[config.mk]
export PLATFORM = sky130hd
export DESIGN_NAME = display_mux_14seg_flat
export DESIGN_NICKNAME = d
export VERILOG_FILES = /design/src/rtl/display_mux_14seg_pkg.sv /design/src/rtl/display_mux_14seg_if.sv /design/src/rtl/display_mux_14seg_prescaler.sv /design/src/rtl/display_mux_14seg.sv /design/src/flat_wrapper.sv
export SDC_FILE = /design/constraint.sdc
export NUM_CORES = 1
export LEC_CHECK = 0
export ABC_AREA = 1
export BUFFER_PORTS_ARGS = -buffer_cell sky130_fd_sc_hd__buf_2
export CAP_MARGIN = 10
export CORE_ASPECT_RATIO = 2
export CORE_UTILIZATION = 55
export CTS_CLUSTER_DIAMETER = 200
export CTS_CLUSTER_SIZE = 14
export DETAILED_ROUTE_END_ITERATION = 16
export PLACE_DENSITY = 0.86
export SETUP_SLACK_MARGIN = 0.05
export SYNTH_ARGS = -nofsm -noshare
export SYNTH_HDL_FRONTEND = slang
export SYNTH_SLANG_ARGS = --single-unit
export TNS_END_PERCENT = 5
[constraint.sdc]
create_clock -name clk -period 2.6 [get_ports clk]
set_input_delay 0.26 -clock clk [delete_from_list [all_inputs] [get_ports clk]]
set_output_delay 0.26 -clock clk [all_outputs]
set_load 0.05 [all_outputs]
[src/rtl/display_mux_14seg_pkg.sv]
// Shared types and helpers for the 14-segment display scan controller.
package disp14_pkg;

  typedef enum logic [1:0] {
    IDLE  = 2'd0,
    BLANK = 2'd1,
    SHOW  = 2'd2
  } state_t;

  // ASCII space: what an empty or dark digit presents to the decoder.
  localparam logic [7:0] SPACE_CODE = 8'd32;

  // Clock cycles per digit slot.
  function automatic int calc_period(input int clock_hz, input int digit_hz);
    return clock_hz / digit_hz;
  endfunction

endpackage

[src/rtl/display_mux_14seg_if.sv]
// Character write port into the display buffer.
interface display_mux_14seg_if #(
  parameter int AW = 2
);
  logic          strobe;
  logic [AW-1:0] addr;
  logic [7:0]    data;

  modport master (output strobe, addr, data);
  modport slave  (input  strobe, addr, data);
endinterface

[src/rtl/display_mux_14seg_prescaler.sv]
// Slot counter: runs 0..PERIOD-1 while scanning and flags the end of the
// blanking gap and the end of the whole slot.
module scan_prescaler #(
  parameter int PERIOD       = 10,
  parameter int BLANK_CYCLES = 2
) (
  input  logic clk,
  input  logic rst_n,
  input  logic run,
  output logic blank_end,
  output logic slot_end
);

  localparam int CW = (PERIOD > 1) ? $clog2(PERIOD) : 1;

  logic [CW-1:0] count;

  assign blank_end = (count == CW'(BLANK_CYCLES - 1));
  assign slot_end  = (count == CW'(PERIOD - 1));

  // Held at zero while not scanning so the first slot always starts clean.
  always_ff @(posedge clk or negedge rst_n) begin
    if (!rst_n) begin
      count <= '0;
    end else if (!run || slot_end) begin
      count <= '0;
    end else begin
      count <= count + 1'b1;
    end
  end

endmodule

[src/rtl/display_mux_14seg.sv]
// Time-multiplexed scan controller for a multi-digit 14-segment display.
// Holds one character per digit, steps through the digits with a blanking
// gap ahead of each one, and feeds the shared decoder.
//
//   state | meaning
//   ------+-----------------------------------------------------------
//   IDLE  | display dark, waiting for enable
//   BLANK | all digits off, decoder gets the upcoming digit's code
//   SHOW  | selected digit on, decoder enabled
module display_mux_14seg
  import disp14_pkg::*;
#(
  parameter int CLOCK_HZ          = 25_000_000,
  parameter int DIGIT_HZ          = 1_000,
  parameter int DIGITS            = 4,
  parameter int BLANK_CYCLES      = 16,
  parameter bit DIGIT_ACTIVE_HIGH = 1'b1
) (
  input  logic                  clk,
  input  logic                  rst_n,
  input  logic                  enable,
  display_mux_14seg_if.slave    wr,
  output logic [7:0]            char_code,
  output logic                  char_enable,
  output logic [DIGITS-1:0]     digit,
  output logic                  frame_done
);

  localparam int PERIOD = calc_period(CLOCK_HZ, DIGIT_HZ);
  localparam int AW     = $clog2(DIGITS);

  // XOR mask turning an active-high one-hot select into the pin polarity;
  // also the value of the digit pins when everything is off.
  localparam logic [DIGITS-1:0] DIGIT_OFF = DIGIT_ACTIVE_HIGH ? '0 : '1;

  if (PERIOD < 2) begin : g_bad_period
    $error("display_mux_14seg: PERIOD must be at least 2");
  end
  if (BLANK_CYCLES < 1 || BLANK_CYCLES >= PERIOD) begin : g_bad_blank
    $error("display_mux_14seg: BLANK_CYCLES must be in 1..PERIOD-1");
  end
  if (DIGITS < 2 || DIGITS > 16) begin : g_bad_digits
    $error("display_mux_14seg: DIGITS must be in 2..16");
  end

  state_t          state, next_state;
  logic [AW-1:0]   idx, next_idx;
  logic            wrap;
  logic [7:0]      char_buf [DIGITS];
  logic            wr_hit;
  logic [7:0]      rd_next;
  logic [DIGITS-1:0] sel_next;
  logic            run;
  logic            blank_end;
  logic            slot_end;

  assign run    = (state != IDLE) && enable;
  assign wr_hit = wr.strobe && (int'(wr.addr) < DIGITS);

  scan_prescaler #(
    .PERIOD       (PERIOD),
    .BLANK_CYCLES (BLANK_CYCLES)
  ) u_prescaler (
    .clk       (clk),
    .rst_n     (rst_n),
    .run       (run),
    .blank_end (blank_end),
    .slot_end  (slot_end)
  );

  // Next state, next digit index and the frame-wrap event.
  always_comb begin
    next_state = state;
    next_idx   = idx;
    wrap       = 1'b0;
    unique case (state)
      IDLE: begin
        if (enable) begin
          next_state = BLANK;
          next_idx   = '0;
        end
      end
      BLANK: begin
        if (blank_end) next_state = SHOW;
      end
      SHOW: begin
        if (slot_end) begin
          next_state = BLANK;
          if (idx == AW'(DIGITS - 1)) begin
            next_idx = '0;
            wrap     = 1'b1;
          end else begin
            next_idx = idx + 1'b1;
          end
        end
      end
      default: next_state = IDLE;
    endcase
    if (!enable) begin
      next_state = IDLE;
      next_idx   = '0;
      wrap       = 1'b0;
    end
  end

  // Code the decoder will see next cycle; a same-cycle write bypasses the
  // buffer so an update to the lit digit appears without a slot restart.
  always_comb begin
    rd_next = char_buf[next_idx];
    if (wr_hit && (wr.addr == next_idx)) rd_next = wr.data;
  end

  // One-hot select for the upcoming cycle, active-high before polarity.
  always_comb begin
    sel_next = '0;
    if (next_state == SHOW) sel_next[next_idx] = 1'b1;
  end

  // Character buffer; writes are accepted in every state.
  always_ff @(posedge clk or negedge rst_n) begin
    if (!rst_n) begin
      for (int i = 0; i < DIGITS; i++) char_buf[i] <= SPACE_CODE;
    end else if (wr_hit) begin
      char_buf[wr.addr] <= wr.data;
    end
  end

  // State register and registered outputs, all derived from the next state
  // so that outputs and state change on the same edge.
  always_ff @(posedge clk or negedge rst_n) begin
    if (!rst_n) begin
      state       <= IDLE;
      idx         <= '0;
      char_code   <= SPACE_CODE;
      char_enable <= 1'b0;
      digit       <= DIGIT_OFF;
      frame_done  <= 1'b0;
    end else begin
      state       <= next_state;
      idx         <= next_idx;
      char_code   <= (next_state == IDLE) ? SPACE_CODE : rd_next;
      char_enable <= (next_state == SHOW);
      digit       <= sel_next ^ DIGIT_OFF;
      frame_done  <= wrap;
    end
  end

endmodule

[src/flat_wrapper.sv]
// flat-port wrapper written by rule: the top's interface ports become plain ports
module display_mux_14seg_flat import disp14_pkg::*;
#(
  parameter int CLOCK_HZ          = 25_000_000,
  parameter int DIGIT_HZ          = 1_000,
  parameter int DIGITS            = 4,
  parameter int BLANK_CYCLES      = 16,
  parameter bit DIGIT_ACTIVE_HIGH = 1'b1
)
  (clk, rst_n, enable, char_code, char_enable, digit, frame_done, wr_strobe, wr_addr, wr_data);
  display_mux_14seg_if #(.AW(2)) wr_i ();
  input  logic clk;
  input  logic rst_n;
  input  logic enable;
  output logic [7:0] char_code;
  output logic char_enable;
  output logic [DIGITS-1:0] digit;
  output logic frame_done;
  input wire logic [$bits(wr_i.strobe)-1:0] wr_strobe;
  input wire logic [$bits(wr_i.addr)-1:0] wr_addr;
  input wire logic [$bits(wr_i.data)-1:0] wr_data;
  assign wr_i.strobe = wr_strobe;
  assign wr_i.addr = wr_addr;
  assign wr_i.data = wr_data;
  display_mux_14seg #(.CLOCK_HZ(CLOCK_HZ), .DIGIT_HZ(DIGIT_HZ), .DIGITS(DIGITS), .BLANK_CYCLES(BLANK_CYCLES), .DIGIT_ACTIVE_HIGH(DIGIT_ACTIVE_HIGH)) u_core (.clk(clk), .rst_n(rst_n), .enable(enable), .wr(wr_i), .char_code(char_code), .char_enable(char_enable), .digit(digit), .frame_done(frame_done));
endmodule
### Word-level counts from Yosys, hierarchy flattened

Cells that the tools add are included.

* flip-flop bits (word level): 65
* output and inout port bits: 14

* $add $sub $neg: 2
* order comparisons: 5
* eq/ne operators: 7
* multiplexer cells: 24
* bitwise gates (word level): 2
* reductions and logical operators: 9

Operators by type and width (number)
* 2-to-1 mux 8 bit: 5
* bitwise mux 32 bit: 1
* binary-select mux 8 bit (select 2 bit): 1
* demux 8 bit (select 2 bit): 1
* adder 15 x 1 -> 15 bit (second input constant): 1
* == test 15 bit (second input constant): 1
* == test 15 x 4 -> 1 bit (second input constant): 1
* 2-to-1 mux 15 bit: 1
* 2-to-1 mux 2 bit: 6
* == test 2 bit (second input constant): 3
* greater-or-equal comparator 3 bit (second input constant): 2
* inverter 2 -> 3 bit: 2
* one-hot mux 2 bit (3 select lines): 1
* 2-to-1 mux 1 bit: 5
* logical AND 1 bit: 4
* zero test 2 bit: 2
* 2-to-1 mux 4 bit: 1
* one-hot mux 2 bit (2 select lines): 1
* less-than comparator 2 x 3 -> 1 bit (second input constant): 1
* less-than comparator 3 x 1 -> 1 bit (second input constant): 1
* adder 2 x 1 -> 2 bit (second input constant): 1
* demux 1 bit (select 2 bit): 1
* == test 2 x 1 -> 1 bit (second input constant): 1
* == test 2 bit: 1
* 4 further kinds: 4

### Depth between registers and ports, before layout

* depth after elaboration: 11
* depth in mapped cells: 17
* depth with buffers taken out: 16

### Cells and area by module

A second synthesis with hierarchy kept.

* cell total of the unflattened synthesis: 415
* area, all modules: 3253.1 um^2

Modules (own cells, without submodules)
* display_mux_14seg: instances 1, cells each 299, area each 2396.0 um^2, sequential area each 1257.5 um^2
* scan_prescaler: instances 1, cells each 116, area each 857.1 um^2, sequential area each 375.4 um^2

### Least setup slack after synthesis

No wires, ideal clock.

* path kind: flip-flop to flip-flop
* start: reg u_core.u_prescaler.count[0]
* end: reg u_core.char_code[7]
* library setup time: 0.115 ns
* arrival time: 1.603 ns
* required time: 2.485 ns
* path slack: 0.882 ns
* cell stages (with the launch flop): 16
* path buffers: 1
* cell sequence: dfrtp_1 -> ha_1 -> nand2_1 -> inv_2 -> nand4_1 -> nor2_2 -> nand3_2 -> nand2_4 -> buf_4 -> nand3b_1 -> nand2_1 -> nand2_1 -> nand2_1 -> nand2_1 -> inv_2 -> nor2_1

* cells in the longest elaborated chain, start to end: 10

RTL lines
* start, declared: line display_mux_14seg_prescaler.sv:16 `logic [CW-1:0] count;`
* start signal, assigned: line display_mux_14seg_prescaler.sv:28 `count <= count + 1'b1;`
* == test 15 bit: line display_mux_14seg_prescaler.sv:19 `assign slot_end = (count == CW'(PERIOD - 1));`
* 2-to-1 mux 2 bit: line display_mux_14seg.sv:87 `if (slot_end) begin`
* one-hot mux 2 bit (2 select lines): line display_mux_14seg.sv:76 `unique case (state)`
* 2-to-1 mux 2 bit: line display_mux_14seg.sv:99 `if (!enable) begin`
* inverter 2 -> 3 bit (not written as such): line display_mux_14seg.sv:109 `rd_next = char_buf[next_idx];`
* binary-select mux 8 bit (select 2 bit): line display_mux_14seg.sv:109
* 2-to-1 mux 8 bit (not written as such) (2 in series): line display_mux_14seg.sv:109
* 2-to-1 mux 8 bit: line display_mux_14seg.sv:110 `if (wr_hit && (wr.addr == next_idx)) rd_next = wr.data;`
* 2-to-1 mux 8 bit *: line display_mux_14seg.sv:141 `char_code <= (next_state == IDLE) ? SPACE_CODE : rd_next;`
* end signal, assigned: line display_mux_14seg.sv:141
* end, declared: line display_mux_14seg.sv:23 `output logic [7:0] char_code,`

Mark *: on every way between the ends. The rest lies on a longest branch, timed or not. The select of a mux whose other input is x is not followed.
A chain may end at the register's enable or synchronous reset.

### Final worst setup path

* start: reg u_core.u_prescaler.count[0]
* end: reg u_core.char_code[1]

Same word-level chain as after synthesis.

==> summary.md <==
| Metric | Value |
|---|---|
| Post-CTS Hold Fix Bufs | 0 |
| Maximum VDD drop | 0.7099 mV |
| Die area | ~6300 um^2 |
| Initial antenna violation count | 0 |
| Critical path type | reg -> reg |
| Avg WL per Cell | around 15 um |
| Layout area overhead | 14.38% |
| Core ar. | ~5700 um^2 |
| Setup-failing EPs final | 0 |
| Bufs on Longest Clock Path | 2 |
| Setup_tns | 0 ns |
| Internal reg-to-reg setup slack | 0.43 ns |
| Tcrit/Tclk final | 83.57% |
| Initial DRC count | ~170 |
| Worst-path cell chain | ha_1, nand2_1, inv_2, nand2_2, nor2_2, and2_1, nand3_1, nand2_2, nand2_2, inv_1, nand2_1, nand2_1, nand2_1, inv_1, nor2_1 |
| Chip height | 111.1 um |
| NumNets Final | approximately 460 |
| Diodes inserted | 0 |
| Fin crit period | approximately 2.2 ns |
| Mapped Nets | 428 |
| Largest net degree at the start of global routing | 35 |
| Clock Skew | 0.008651 ns |
| Row cnt | 39 |
| Dpl cells | 489 |
| Pins Over Slew Limit | 0 |
| HP Class | in -> async |
| PwrDens | between 700 and 800 nW/um^2 |
| Clk sinks | 65 |
| Critical Path Max Stage Delay | 0.37 ns |
| Synth Warn # | 0 |
| Critical Path Most Common Cell | nand2_1 |
| Max-Cap Viols | 0 |
| Pleak | 2.010 nW |
| First-pass GRT wire length | 12.38 mm |
| Slowest CP cell | dfrtp_1 |
| Overflow after GRT | 0 |
| Fmax | between 0.4 and 0.5 GHz |
| Port Buf Inserts | 27 |
| Placed Area | 3433 um^2 |
| CP required | 2.82 ns |
| Hold WS | -0.009129 ns |
| Failing checks | hold timing |
| Detailed placer's ending HPWL | 5.369 mm |
| Post-Syn Area | 3272 um^2 |
| Max-slew headroom | 51.02% |
| Critical Path Start Type | flop |
| Fraction of layout cells with a size suffix above 1 | 16.44% |
| Detailed-route DRC error count | 0 |
| Reg2reg end | u_core.char_code[1] |
| I/O Pins | 28 |
| Status | finished with violations |
| Routed Antenna Nets | 0 |
| Postcts setup bufs | 0 |
| Drt first pass iters | 4 |
| Worst R2R Start | u_core.u_prescaler.count[0] |
| Synthesis-stage register bit count | 65 |
| CTS root buffer | clkbuf_16 |
| Cts bufs inserted | 9 |
| GRT Util Overall | roughly a quarter |
| Mapped Avg Cell Area | 7.941 um^2 |
| Setup crit start | u_core.u_prescaler.count[0] |
| Synth unique cells | 33 |
| Die Span X | 56.54 um |
| Worst-margin pin slew | between 0.7 and 0.8 ns |
| Critical path peak fanout | 13 |
| H-tree Lvls | 3 |
| Vias | 2767 |
| Vias in the first global route | 2748 |
| CTS tree | done |
| Cell area after layout | 3742 um^2 |
| FF-to-FF path depth | 15 |
| Routability cong. | about 0.96 |
| Post-CTS Resized | 0 |
| Hold Fails Final Rpt | 10 |
| RSZ-0062 raised after global routing | false |
| Worst-Skew Late Latency | 0.33 ns |
| Setup crit end kind | flop |
| Vias per Instance | roughly 5.5 |
| Reg clk slew, reported paths | 0.05 ns |
| Post-Layout Cell Count | 505 |
| Worst EP arrival | between 2 and 2.5 ns |
| Final WL | 7.369 mm |
| Initial Util | about 57% |
| Post-synthesis sequential area ratio | 49.90% |
| Mapped Cells | 412 |
routing by layer:
metal  part of all wire, %  vias up  track usage, %
met5                     0        -               0
met4                   4.1        0           17.24
met3                   3.5       29           5.484
met2                    56       72           46.75
met1                    36     1305           26.79
li1                      -     1361               -
how the worst max path moves through the flow:
stage                     endpoint  slack [ns]  cells after the start
4_1_cts        u_core.char_code[3]        0.46                     15
5_1_grt        u_core.char_code[4]        0.19                     15
3_5_place_dp   u_core.char_code[3]        0.48                     15
2_1_floorplan  u_core.char_code[7]        0.88                     15
3_3_place_gp   u_core.char_code[5]        0.61                     14
6_report       u_core.char_code[1]        0.43                     15
cell families (layout without fill, tap and decap cells):
family,count (synthesis),after routing,share of synthesized area [%]
simple gates,223,223,31.93
buf+inv,67,99,8.451
flops,65,65,49.90
compound gates,54,54,8.681
fa+ha+maj,2,2,0.7647
xor+xnor,1,1,0.2677
worst max-delay path: cells and delay by family (launching register included):
| kind | cells | cell delay, ns |
|---|---|---|
| AND/OR/NAND/NOR | 11 | 1.03 |
| buffers and inverters | 3 | 0.49 |
| adder cells (fa/ha/maj) | 1 | 0.18 |
| flip-flops | 1 | 0.37 |
sequential cells by signal, indices dropped and copies added, names as in the netlist:
signal                    flops
u_core.state                  2
u_core.u_prescaler.count     15
u_core.char_buf              32
u_core.idx                    2
u_core.frame_done             1
u_core.char_code              8
u_core.char_enable            1
u_core.digit                  4
cells in the final DEF, fill, tap and decap left out, types with 3 or more instances in the layout:
| cell type | count |
|---|---|
| nand3_2 | 4 |
| nor2_2 | 8 |
| nand3b_1 | 12 |
| buf_2 | 27 |
| nand3_1 | 29 |
| clkbuf_16 | 9 |
| a21oi_1 | 9 |
| nand2_4 | 3 |
| nand2_1 | 122 |
| nor2_1 | 24 |
| inv_2 | 3 |
| dfrtp_1 | 60 |
| o21ai_0 | 40 |
| clkbuf_8 | 3 |
| nand2_2 | 5 |
| nor3_1 | 9 |
| inv_1 | 51 |
| dfstp_2 | 5 |
final cells by class:
class                   instances  area, um^2
clock buffers                  14       274.0
clock inverters                 2       35.03
fillers                       459        1967
inverters                      55       206.4
multi-input cells             280        1363
flip-flops and latches         65        1633
well taps                      61       76.32
repair buffers                 28       155.1
Yosys cell counts:
cell	instances	area, um^2
nor4_1	1	6.260
inv_2	3	11.26
ha_1	2	25.02
and3_1	1	6.260
dfrtp_1	60	1501
nand2_2	5	31.28
o21ai_0	40	200.2
buf_6	2	22.52
nand3_1	29	145.1
nor3_1	9	45.04
and2_1	1	6.260
dfstp_2	5	131.4
nand4_1	2	12.51
nand3_2	4	40.04
nor2_2	8	50.05
nand3b_1	12	90.09
nor2_8	1	20.02
nand2_1	122	457.9
nor2_1	24	90.09
a21oi_1	9	45.04
buf_4	2	15.01
nand2_4	3	33.78
inv_1	51	191.4
xor2_1	1	8.760
buf_1	1	3.750
nor3_2	1	10.01
o31ai_1	1	7.510
o211a_1	1	10.01
a31oi_1	2	12.51
clkinv_1	1	3.750
a21oi_2	1	8.760
clkbuf_1	5	18.77
buf_2	2	10.01
through the flow:
| step | total power, mW | hold slack [ns] | setup WS (ns) | utilization, % |
|---|---|---|---|---|
| 2_1_floorplan | 1.393 | -0.03559 | 0.8821 | - |
| 3_3_place_gp | 1.488 | 0.3579 | 0.6107 | 60.14 |
| 3_5_place_dp | 1.501 | 0.3670 | 0.4773 | 60.14 |
| 4_1_cts | 2.728 | 0.01158 | 0.4619 | 65.55 |
| 5_1_grt | 2.823 | 0.04341 | 0.1882 | 65.55 |
| 6_report | 2.708 | -0.009129 | 0.4272 | 65.55 |
where the power goes:
group / internal, mW / leakage, nW / switching (mW)
combinational: 0.103 / 1.02 / 0.215
sequential: 1.12 / 0.840 / 0.0519
clock: 0.818 / 0.153 / 0.403
(Power assumes the default switching activity.)
